$ cat src/rtl/sha_pkg.sv
`default_nettype none
// +--------------------------------------------------------------------+
// | sha : modes, round counts and control states shared with datapath  |
// | Revision: 1.0                                                      |
// +--------------------------------------------------------------------+
package sha;

  typedef enum logic [2:0] {
    SHA1       = 3'd0,
    SHA224     = 3'd1,
    SHA256     = 3'd2,
    SHA384     = 3'd3,
    SHA512     = 3'd4,
    SHA512_224 = 3'd5,
    SHA512_256 = 3'd6
  } mode_t;

  typedef enum logic [2:0] {
    ST_IDLE  = 3'd0,
    ST_LOAD  = 3'd1,
    ST_ROUND = 3'd2,
    ST_ADD   = 3'd3,
    ST_OUT   = 3'd4
  } state_t;

  localparam logic [6:0] C_ROUNDS_SHA256 = 7'd64;
  localparam logic [6:0] C_ROUNDS_OTHER  = 7'd80;
  localparam logic [6:0] C_SCHED_START   = 7'd16;

  function automatic logic [6:0] num_rounds(input mode_t m);
    if (m == SHA224 || m == SHA256) return C_ROUNDS_SHA256;
    return C_ROUNDS_OTHER;
  endfunction

endpackage
`default_nettype wire

$ cat src/rtl/sha_ctrl.sv
`default_nettype none
// +--------------------------------------------------------------------+
// | sha_ctrl : block sequencing FSM for a SHA-1/SHA-2 round datapath   |
// | Revision: 1.0                                                      |
// +--------------------------------------------------------------------+
module sha_ctrl
  import sha::*;
#(
  parameter int UNROLL = 1
) (
  input  logic       clk,
  input  logic       rst,
  input  mode_t      mode,
  input  logic       blk_valid,
  output logic       blk_ready,
  input  logic       blk_first,
  input  logic       blk_last,
  input  logic       abort,
  output mode_t      mode_q,
  output logic       init_hash,
  output logic       msg_load,
  output logic       round_en,
  output logic [6:0] round_idx,
  output logic       sched_sel,
  output logic       add_hash,
  output logic       hash_valid,
  input  logic       hash_ready,
  output logic       busy
);

  localparam logic [6:0] C_STEP = 7'(UNROLL);

  state_t     r_state, w_state_nxt;
  logic [6:0] r_idx, w_idx_nxt;
  mode_t      r_mode, w_mode_nxt;
  logic       r_in_msg, w_in_msg_nxt;
  logic       r_last, w_last_nxt;
  logic       r_init, w_init_nxt;
  logic       w_restart;
  logic       w_last_round;

  always_ff @(posedge clk or posedge rst) begin
    if (rst) begin
      r_state  <= ST_IDLE;
      r_idx    <= 7'd0;
      r_mode   <= SHA1;
      r_in_msg <= 1'b0;
      r_last   <= 1'b0;
      r_init   <= 1'b0;
    end else begin
      r_state  <= w_state_nxt;
      r_idx    <= w_idx_nxt;
      r_mode   <= w_mode_nxt;
      r_in_msg <= w_in_msg_nxt;
      r_last   <= w_last_nxt;
      r_init   <= w_init_nxt;
    end
  end

  // A new message starts on blk_first or whenever nothing is in progress
  assign w_restart    = blk_first || !r_in_msg;
  assign w_last_round = (r_idx == (num_rounds(r_mode) - C_STEP));

  always_comb begin
    w_state_nxt  = r_state;
    w_idx_nxt    = r_idx;
    w_mode_nxt   = r_mode;
    w_in_msg_nxt = r_in_msg;
    w_last_nxt   = r_last;
    w_init_nxt   = r_init;
    blk_ready    = 1'b0;
    init_hash    = 1'b0;
    msg_load     = 1'b0;
    round_en     = 1'b0;
    sched_sel    = 1'b0;
    add_hash     = 1'b0;
    hash_valid   = 1'b0;

    case (r_state)
      ST_IDLE: begin
        blk_ready = 1'b1;
        if (blk_valid && !abort) begin
          w_state_nxt  = ST_LOAD;
          w_last_nxt   = blk_last;
          w_init_nxt   = w_restart;
          w_in_msg_nxt = 1'b1;
          if (w_restart) w_mode_nxt = mode;
        end
      end
      ST_LOAD: begin
        msg_load    = 1'b1;
        init_hash   = r_init;
        w_idx_nxt   = 7'd0;
        w_state_nxt = ST_ROUND;
      end
      ST_ROUND: begin
        round_en  = 1'b1;
        sched_sel = (r_idx >= C_SCHED_START);
        if (w_last_round) begin
          w_idx_nxt   = 7'd0;
          w_state_nxt = ST_ADD;
        end else begin
          w_idx_nxt = r_idx + C_STEP;
        end
      end
      ST_ADD: begin
        add_hash    = !abort;
        w_state_nxt = r_last ? ST_OUT : ST_IDLE;
      end
      ST_OUT: begin
        hash_valid = !abort;
        if (hash_ready) begin
          w_state_nxt  = ST_IDLE;
          w_in_msg_nxt = 1'b0;
        end
      end
      default: w_state_nxt = ST_IDLE;
    endcase

    if (abort) begin
      w_state_nxt  = ST_IDLE;
      w_idx_nxt    = 7'd0;
      w_in_msg_nxt = 1'b0;
    end
  end

  assign round_idx = r_idx;
  assign mode_q    = r_mode;
  assign busy      = (r_state != ST_IDLE);

endmodule
`default_nettype wire

$ cat config.mk
export PLATFORM = sky130hd
export DESIGN_NAME = sha_ctrl
export DESIGN_NICKNAME = d
export VERILOG_FILES = /design/src/rtl/sha_pkg.sv /design/src/rtl/sha_ctrl.sv
export SDC_FILE = /design/constraint.sdc
export NUM_CORES = 1
export LEC_CHECK = 0
export ABC_AREA = 0
export BUFFER_PORTS_ARGS = -buffer_cell sky130_fd_sc_hd__buf_2
export CAP_MARGIN = 20
export CORE_MARGIN = 5
export CORE_UTILIZATION = 50
export CTS_CLUSTER_SIZE = 28
export DETAILED_ROUTE_END_ITERATION = 6
export PLACE_DENSITY = 0.85
export SYNTH_ARGS = -nofsm -noshare
export SYNTH_HDL_FRONTEND = slang
export SYNTH_SLANG_ARGS = --single-unit
$ cat constraint.sdc
create_clock -name clk -period 3.62 [get_ports clk]
set_input_delay 0.362 -clock clk [delete_from_list [all_inputs] [get_ports clk]]
set_output_delay 0.362 -clock clk [all_outputs]
set_load 0.01 [all_outputs]
-- Word level (Yosys, flattened, before mapping)
Index checks and enable logic that the tools add are counted.
- output and inout port bits: 18
- register bits: 16
- input port bits: 10
- memory bits (read-only): 0
- word-level logic and storage cells: 55
- memories kept: 0
- memory bits (writable): 0
- latch bits: 0
- bitwise logic cells: 0
- $mul: 0
- $add $sub $neg: 2
- order comparisons: 1
- shift-type cells: 0
- divide/modulo/power cells: 0
- mux-type cells: 23
- reductions and logical operators: 13
- equality and inequality tests: 10
- operators by type and width (operator ; number):
    7-bit two-way mux ; 4
    3-bit two-way mux ; 5
    3-bit case mux with 5 select lines ; 1
    7-bit case mux with 2 select lines ; 1
    1-bit two-way mux ; 11
    3-bit by 2-bit == test with 1-bit output, second input constant ; 3
    3-bit inequality test, second input constant ; 3
    3-bit AND reduction ; 3
    3-bit nonzero test ; 3
    7-bit by 1-bit adder with 7-bit output, second input constant ; 1
    7-bit == test ; 1
    7-bit by 5-bit >= comparator with 1-bit output, second input constant ; 1
    7-bit by 1-bit subtractor with 7-bit output, second input constant ; 1
    3-bit by 1-bit == test with 1-bit output, second input constant ; 2
    3-bit == test, second input constant ; 1
    3-bit zero test ; 1
    1-bit zero test ; 2
    1-bit logical OR ; 2
    1-bit case mux with 2 select lines ; 1
    2-bit AND reduction ; 1
    1-bit logical AND ; 1

-- Logic depth before layout (Yosys ltp)
- depth after elaboration: 9
- depth in mapped cells: 5
- gate-level depth less buffers: 5

-- Worst setup path before layout
Ideal clock, no wire load.
- kind: reg2reg
- start point: register r_idx[0] (netlist: round_idx[0])
- end point: register r_state[0]
- required time: 3.553 ns
- buffers on the path: 0
- arrival time: 1.667 ns
- setup slack: 1.886 ns
- setup time: 0.067 ns
- period minus slack after synthesis: 1.734 ns
- cell stages (with the launch flop): 6
- path through: dfrtp_1 -> ha_1 -> and3_1 -> or4b_1 -> nand3_1 -> o2111a_1
- word-level cells in the longest chain between the ends: 3
- ends and longest elaborated chain (item ; line ; RTL):
    start: declaration ; sha_ctrl.sv:34 ; logic [6:0] r_idx, w_idx_nxt;
    start signal: assignment ; sha_ctrl.sv:52 ; r_idx <= w_idx_nxt;
    7-bit == test ; sha_ctrl.sv:62 ; assign w_last_round = (r_idx == (num_rounds(r_mode) - C_STEP));
    3-bit inequality test (no line) ; -- ;
    3-bit AND reduction (no line) ; -- ;
    end signal: assignment ; sha_ctrl.sv:51 ; r_state <= w_state_nxt;
    end: declaration ; sha_ctrl.sv:33 ; state_t r_state, w_state_nxt;
No other way between the ends.
A chain may end at the register's enable or synchronous reset.

-- Final worst setup path
- start point: register r_idx[1] (netlist: round_idx[1])
- end point: register r_state[0]
The elaborated chain is that of the path after synthesis.

==> results.md <==
* Port Buffers at 27
* Area grow syn2layout at 20.4%
* Synthesized instance count at 98
* Hold crit path type: in -> async
* Element type at the critical path end: register
* Initial antenna violation count at 0
* Synth unique cells at 33
* Ys Warns at 0
* Power per cell area at about 430 nW/um^2
* Sequential Power Share at between 40% and 50%
* Clk Latency, worst-skew pair at 0.29 ns
* Final clock skew at around 0.0033 ns
* Status: completed
* Initial drt markers at 37
* Diodes inserted at 0
* Worst IR Drop VDD at 0.000273 V
* Max clock buf depth at 2
* Slowest stage delay, CP at 0.48 ns
* Crit Path Category: reg -> reg
* Drt wl/cell at about 14 um
* Startpoint types: register
* Die Y at about 52 um
* Leakage at ~0.54 nW
* Register area share after synthesis at 44.6%
* Final core utilization at around 63%
* Cell internal pwr at 0.318 mW
* Worst-path clk slew at about 0.090 ns
* Overflow after GRT at 0
* Routed vias/inst at between 5 and 6
* H-tree depth at 1
* DIE AREA at 2740 sq um
* WP data required at 3.86 ns
* Post-CTS Setup Bufs at 0
* CTS tree: yes
* Clock Root Buffer: clkbuf_4
* Final Critical Period at approximately 1.9 ns
* Row cnt at 15
* Non-filler cells, final at 151
* Avg Inst Size Synth at 9.15 sq um
* Hpwl dp at between 1.5 and 2 mm
* Num CTS Buffers at 3
* First-pass GRT wire length at around 3.4 mm
* Most common cell after layout, fill and taps aside: buf_2
* Commonest cells after routing, fill and taps aside: buf_2, dfrtp_1, nand2_1
* Largest net degree at the start of global routing at 17
* Setup violators final at 0
* Crit path cell chain: ha_1 -> and3_1 -> or4b_1 -> nand3_1 -> o2111a_1
* Post-route antenna net violation count at 0
* Slew Viols, Final at 0
* FMAX at about 530 MHz
* Sink Count at 16
* Layout cells sized above 1 at between 30% and 40%
* DRT Pass-1 Iters at 4
* Setup TNS Final at 0 ns
* Syn_nets at 110
* WP data arrival at between 2 and 2.5 ns
* Flop-to-flop setup slack at 1.74 ns
* Seq cells post-synth at 16
* Total power at approximately 0.47 mW
* Max cap viols at 0
* Synth Cell Area at 897 sq um
* Comb power frac at about a quarter
* Vias in the first global route at slightly below 800
* Net Switching at about 0.15 mW
* Die Width at between 50 and 60 um
* Number of top-level pins at 28
* Nets at about 140
* Fin crit share at between 50% and 60%
* Post-synthesis async set-or-reset flop share at between 90% and 100%
* Drt total wl at 2.05 mm
* Number of fill cells at about 140
* RSZ-0062 raised after global routing: false
* Post-cts resize count at 0
* Max FO, Critical Path at 6
* Detailed-route via count at a little over 800
* Post-synth EDFFs at 0
* Sequential standard cell area at about 400 sq um
* Multi-input gate area at between 400 and 500 sq um
* GPL Wtd Cong at between 0.8 and 0.9
* # DRC at 0
* Core box area at approximately 1700 sq um
* Clk pwr share at 25.8%
* Final hold vios at 0
* Max stage delay cell, worst path: or4b_1
* Inst Count DP at about 150
* Dominant synthesized flop cell: dfrtp_1
* Sw Ratio at about a third
* Worst-Margin Slew at between 0.5 and 0.6 ns
* Initial core utilization at ~53%
* Fin Hold WS at 0.114 ns
* Max-slew headroom at roughly 60%
* Hold_buf cts at 0
* Total GRT Usage at approximately 17%
worst max-delay path, delay by kind of cell, from the launching register on:
family                     cells  cell delay [ns]
AOI/OAI and AO/OA              1             0.23
adders and majority gates      1             0.21
and+or+nand+nor                3             0.96
DFF                            1             0.43
cell type report:
cell class              count  area share, %
clock buffers               4           3.36
inverters                   9           3.13
multi-input cells          70           41.0
flip-flops and latches     16           37.1
well taps                  25           2.90
repair buffers             27           12.5
per-layer routing:
| layer | wire (um) | share of wire, % | GRT usage (%) | up-vias |
|---|---|---|---|---|
| li1 | - | - | - | 397 |
| met1 | 852 | 42 | 21.5 | 402 |
| met2 | 1030 | 50 | 27.1 | 27 |
| met3 | 142 | 6.9 | 4.27 | 4 |
| met4 | 25 | 1.2 | 6.38 | 0 |
| met5 | 0 | 0 | 0 | - |
kinds of logic (layout without fill, tap and decap cells):
kind of cell               after synthesis  count (layout)  synth area share [%]
and+or+nand+nor                         42              42                  24.5
xor gates and xnor gates                 2               2                  1.95
DFF                                     16              16                  44.6
buffers and inverters                   12              40                  6.00
adders and majority gates                2               2                  2.79
AOI/OAI and AO/OA                       20              20                  15.1
muxes                                    4               4                  5.02
state kept, by name, indices dropped and copies added (netlist names):
signal	cells
r_init	1
round_idx	7
r_last	1
mode_q	3
r_state	3
r_in_msg	1
through the flow:
stage | instance area (sq um) | setup WS (ns)
floorplan | 897 | 1.89
global placement | 1040 | 1.88
detailed placement | 1040 | 1.78
CTS | 1080 | 1.76
global route | 1080 | 1.63
finish | 1080 | 1.74
power by group through the flow:
stage               clock [mW]  sequential [mW]  combinational (mW)
global route             0.131            0.232               0.132
global placement             0            0.229               0.115
detailed placement           0            0.231               0.118
finish                   0.120            0.228               0.119
CTS                      0.120            0.227               0.119
floorplan                    0            0.230              0.0766
path summary, 6_finish.rpt:
path | start | cells past startpoint | end
max | round_idx[1] | 5 | r_state[0]
min | rst | 2 | mode_q[0]
max reg2reg | round_idx[1] | 5 | r_state[0]
min reg2reg | r_init | 2 | r_init
max in group asynchronous | rst | 2 | round_idx[4]
min in group clk | mode[2] | 2 | mode_q[2]
cells in the mapped netlist, drive strengths merged (2+ instances only):
cell type  instances  area (sq um)
nor3b              2          15.0
o211ai             3          27.5
a21oi              3          15.0
inv                9          33.8
ha                 2          25.0
and3               2          13.8
nand3              4          20.0
nor2               8          30.0
or4b               2          23.8
nand2             15          56.3
buf                2          16.3
a21o               2          15.0
o21ai              8          40.0
mux2               4          45.0
dfrtp             16           400
nor3               3          15.0
Power figures use the tool's default switching activity.
